**src/rtl/my_arb4way16.sv**
```systemverilog
// Round-robin 4-way arbiter with a one-entry valid/ready output register.
// Optional per-channel grant counters on the gcnt port when MY_ARB_STATS_EN is defined.
module my_arb4way16 #(
  parameter int WIDTH = 16,
  parameter int CNT_W = 8
) (
  input  logic             clk,
  input  logic             rst_n,
  input  logic [3:0]       req,
  input  logic [WIDTH-1:0] a,
  input  logic [WIDTH-1:0] b,
  input  logic [WIDTH-1:0] c,
  input  logic [WIDTH-1:0] d,
  output logic [3:0]       ack,
  output logic [1:0]       sel,
  output logic [WIDTH-1:0] out,
  output logic             out_valid,
  input  logic             out_ready
`ifdef MY_ARB_STATS_EN
  ,
  output logic [4*CNT_W-1:0] gcnt
`endif
);

  typedef enum logic {
    EMPTY = 1'b0,
    FULL  = 1'b1
  } state_t;

  state_t           state_q, state_d;
  logic [1:0]       ptr_q, ptr_d;
  logic [1:0]       sel_q, sel_d;
  logic [WIDTH-1:0] out_q, out_d;
  logic [3:0]       ack_q, ack_d;

  logic             free;
  logic             gnt_found;
  logic [1:0]       gnt_idx;
  logic [1:0]       cand;
  logic [WIDTH-1:0] gnt_data;

  // Scan ptr+1, ptr+2, ptr+3, ptr; the 2-bit add provides the 3->0 wrap.
  always_comb begin
    free      = (state_q == EMPTY) || out_ready;
    gnt_found = 1'b0;
    gnt_idx   = ptr_q;
    cand      = '0;
    for (int unsigned k = 1; k <= 4; k++) begin
      cand = ptr_q + 2'(k);
      if (!gnt_found && req[cand]) begin
        gnt_found = 1'b1;
        gnt_idx   = cand;
      end
    end
  end

  always_comb begin
    case (gnt_idx)
      2'd0:    gnt_data = a;
      2'd1:    gnt_data = b;
      2'd2:    gnt_data = c;
      default: gnt_data = d;
    endcase
  end

  always_comb begin
    state_d = state_q;
    ptr_d   = ptr_q;
    sel_d   = sel_q;
    out_d   = out_q;
    ack_d   = '0;
    if (free) begin
      if (gnt_found) begin
        state_d = FULL;
        ptr_d   = gnt_idx;
        sel_d   = gnt_idx;
        out_d   = gnt_data;
        ack_d   = 4'b0001 << gnt_idx;
      end else begin
        state_d = EMPTY;
      end
    end
  end

  always_ff @(posedge clk) begin
    if (!rst_n) begin
      state_q <= EMPTY;
      ptr_q   <= 2'd3;
      sel_q   <= '0;
      out_q   <= '0;
      ack_q   <= '0;
    end else begin
      state_q <= state_d;
      ptr_q   <= ptr_d;
      sel_q   <= sel_d;
      out_q   <= out_d;
      ack_q   <= ack_d;
    end
  end

  assign ack       = ack_q;
  assign sel       = sel_q;
  assign out       = out_q;
  assign out_valid = (state_q == FULL);

`ifdef MY_ARB_STATS_EN
  logic [CNT_W-1:0] gcnt_q [4];
  logic [CNT_W-1:0] gcnt_d [4];

  // Counters saturate at all-ones rather than wrapping.
  always_comb begin
    for (int unsigned i = 0; i < 4; i++) begin
      gcnt_d[i] = gcnt_q[i];
      if (free && gnt_found && (gnt_idx == 2'(i)) && (gcnt_q[i] != '1))
        gcnt_d[i] = gcnt_q[i] + CNT_W'(1);
    end
  end

  always_ff @(posedge clk) begin
    if (!rst_n) begin
      for (int unsigned i = 0; i < 4; i++) gcnt_q[i] <= '0;
    end else begin
      for (int unsigned i = 0; i < 4; i++) gcnt_q[i] <= gcnt_d[i];
    end
  end

  for (genvar g = 0; g < 4; g++) begin : g_gcnt
    assign gcnt[g*CNT_W +: CNT_W] = gcnt_q[g];
  end
`endif

endmodule

```
**config.mk**
```make
export PLATFORM = sky130hd
export DESIGN_NAME = my_arb4way16
export DESIGN_NICKNAME = d
export VERILOG_FILES = /design/src/rtl/my_arb4way16.sv
export SDC_FILE = /design/constraint.sdc
export NUM_CORES = 1
export LEC_CHECK = 0
export BUFFER_PORTS_ARGS = -buffer_cell sky130_fd_sc_hd__buf_2
export CAP_MARGIN = 40
export CORE_UTILIZATION = 30
export CTS_CLUSTER_SIZE = 16
export DETAILED_ROUTE_END_ITERATION = 8
export GPL_ROUTABILITY_DRIVEN = 0
export PLACE_DENSITY_LB_ADDON = 0.12
export REMOVE_ABC_BUFFERS = 1
export SYNTH_ARGS = -nofsm -noshare
export SYNTH_HDL_FRONTEND = slang
export SYNTH_SLANG_ARGS = --single-unit
export TNS_END_PERCENT = 50
```
**constraint.sdc**
```tcl
create_clock -name clk -period 3.3 [get_ports clk]
set_input_delay 0.495 -clock clk [delete_from_list [all_inputs] [get_ports clk]]
set_output_delay 0.495 -clock clk [all_outputs]
set_load 0.01 [all_outputs]
```
==> impl_metrics.yaml <==
outcome:
  outcome: "finished clean"
setup_path:
  cp_num_cells: 6
  critPathKind: "register to register"
  path_cells: "mux2i_1, nor2_1, a311oi_4, buf_4, mux2_2, o211ai_2"
  cp-end-kind: "register"
  cp_slowest_cell: "buf_4"
  cp_max_fo: 37
  rr_worst_depth: 6
  crit_family: "multiplexers"
  cp.arrival_ns: 2.34
  worst_setup_path_start_kind: "register"
  slowest_delay_ns: 0.52
  crit_required_ns: 3.50
  worst-path-buf-inv: 1
floorplanning:
  die_w_um: 77.2
  core_um2: 5470
  die_area_um2: 5960
  num_rows: 27
  initial_core_util: 0.310
  die_height_um: 77.2
  io_pins: 94
routing:
  drt-total-wl_um: 4180
  vias: 1531
  drc: 0
  drt-wirelength-per-cell_um: 12.7
  first_iter_violations: 47
  dr.pass1.iters: 4
  viasPerCell: 4.64
  drtAntennaViolNets: 0
clock_tree:
  cts_setup_buffers: 0
  cts_made_buffers: 3
  clockBufferDepth: 2
  clock_sinks: 25
  cts_tree: "done"
  hold_buffers: 0
  cts_root_buffer: "clkbuf_8"
  cts.clk_slew.worst_paths_ns: 0.09
  htree_levels: 1
  cts_resized: 0
  clkLatencyLatePin_ns: 0.27
logic_synthesis:
  yosysTopAreaCellShare: 0.295
  synth-seq-area-share: 0.295
  synth-seq-cells: 25
  synth_ff_type: "dfxtp_1"
  yosys_warnings: 0
  ys_async_sr_fraction: 0
  yosysTopAreaCell: "dfxtp_1"
  avgSynthCellArea_um2: 9.91
  synth-edff-count: 0
  synthCells: 171
  syn-cell-area_um2: 1700
  synth.area.top_cells: "dfxtp_1 (30%), o211ai_2 (12%), mux2i_1 (10%)"
  ys_types: 30
sta:
  period_minus_slack_ns: 2.14
  slew_headroom: 0.613
  timing.final.ws_setup_ns: 1.16
  setup_viol: 0
  skew_ns: 0.00343
  tns_ns: 0
  grt_setup_unrepaired: "false"
  period_share: 0.649
  fmax_ghz: 0.467
  hold_slack_ns: 0.456
  maxSlewViolCount: 0
  hold_violations: 0
  worst_pin_slew_ns: 0.581
global_routing:
  grtUsageTotal: 0.136
  grt_max_degree: 38
  grt_pass1_wl_um: 6560
  first_global_vias: 1381
  overflow: 0
  antenna_found_initial: 0
pwr:
  leakage_nw: 1.07
  peakVddDrop_mv: 0.234
  powerDensity_nw_per_um2: 408
  total_power_mw: 0.891
layout:
  final_cell_mix: "buf_2 (93), nand3_1 (33), dfxtp_1 (25), nand2_1 (18), mux2i_1 (17)"
  fin_nets: 330
  fin_cells: 330
  mostFrequentLayoutCell: "buf_2"
  fill_cells: 607
  antennaDiodeCount: 0
  syn_to_final_growth_pct: 28.9
  drive_gt1_frac: 0.535
placed_design:
  place_ws_ns: 1.06
  dp_hpwl_um: 3050
  dp.cells: 326
  numPortBuffers: 93
hold_path:
  worstHoldPathType: "input pin to register"
  whs_path_depth: 2
flow_run:
  cap_violations: 0
==> stage by stage <==
stage | utilization | instance area [µm²]
final | 0.399 | 2190
after global routing | 0.399 | 2190
after CTS | 0.399 | 2190
after detailed placement | 0.391 | 2140
after global placement | 0.391 | 2140
after floorplan | - | 1540
==> cell usage after synthesis (all sizes together) (2+ instances only) <==
library cell  instances
a21oi                 2
buf                  12
clkbuf                2
dfxtp                25
inv                   2
mux2                 16
mux2i                17
nand2                19
nand2b                3
nand3                33
nor2                  6
nor2b                 5
o211ai               16
o21ai                 4
==> logic make-up (layout without fill, tap and decap cells) <==
group | after synthesis | count (layout) | synth area share
and+or+nand+nor | 72 | 72 | 0.222
muxes | 33 | 33 | 0.227
AOI/OAI and AO/OA | 25 | 25 | 0.162
DFF | 25 | 25 | 0.295
buffers and inverters | 16 | 103 | 0.0945
==> area by class of cell <==
cell class / count / area (µm²) / area share
sequential: 25 / 500 / 0.229
tap: 72 / 90.1 / 0.0412
timing repair buffer: 97 / 495 / 0.227
clock buffer: 3 / 41.3 / 0.0189
multi-input combinational: 130 / 1050 / 0.479
inverter: 2 / 7.51 / 0.00343
clock inverter: 1 / 5.00 / 0.00229
==> per-layer routing <==
layer	wire, µm	global-route usage
met2	1950	0.220
met4	25	0.0226
met1	1880	0.175
met3	322	0.0476
met5	0	0
==> final timing paths <==
check / startpoint / endpoint / slack [ns]
max: ptr_q[1] / out[9] / 1.16
min: rst_n / ptr_q[1] / 0.46
max reg2reg: ptr_q[1] / out[9] / 1.16
min reg2reg: out[5] / out[5] / 0.47
==> power by group <==
group          switching [mW]  total [mW]  leakage (nW)  internal (mW)
sequential             0.0240       0.370         0.207          0.346
clock                  0.0988       0.183        0.0255         0.0844
combinational           0.178       0.338         0.837          0.160
==> sequential cells by signal, indices dropped and copies added, names as in the netlist <==
signal / count
out_valid: 1
ptr_q: 2
ack: 4
out: 16
sel: 2
Power figures use the tool's default switching activity.
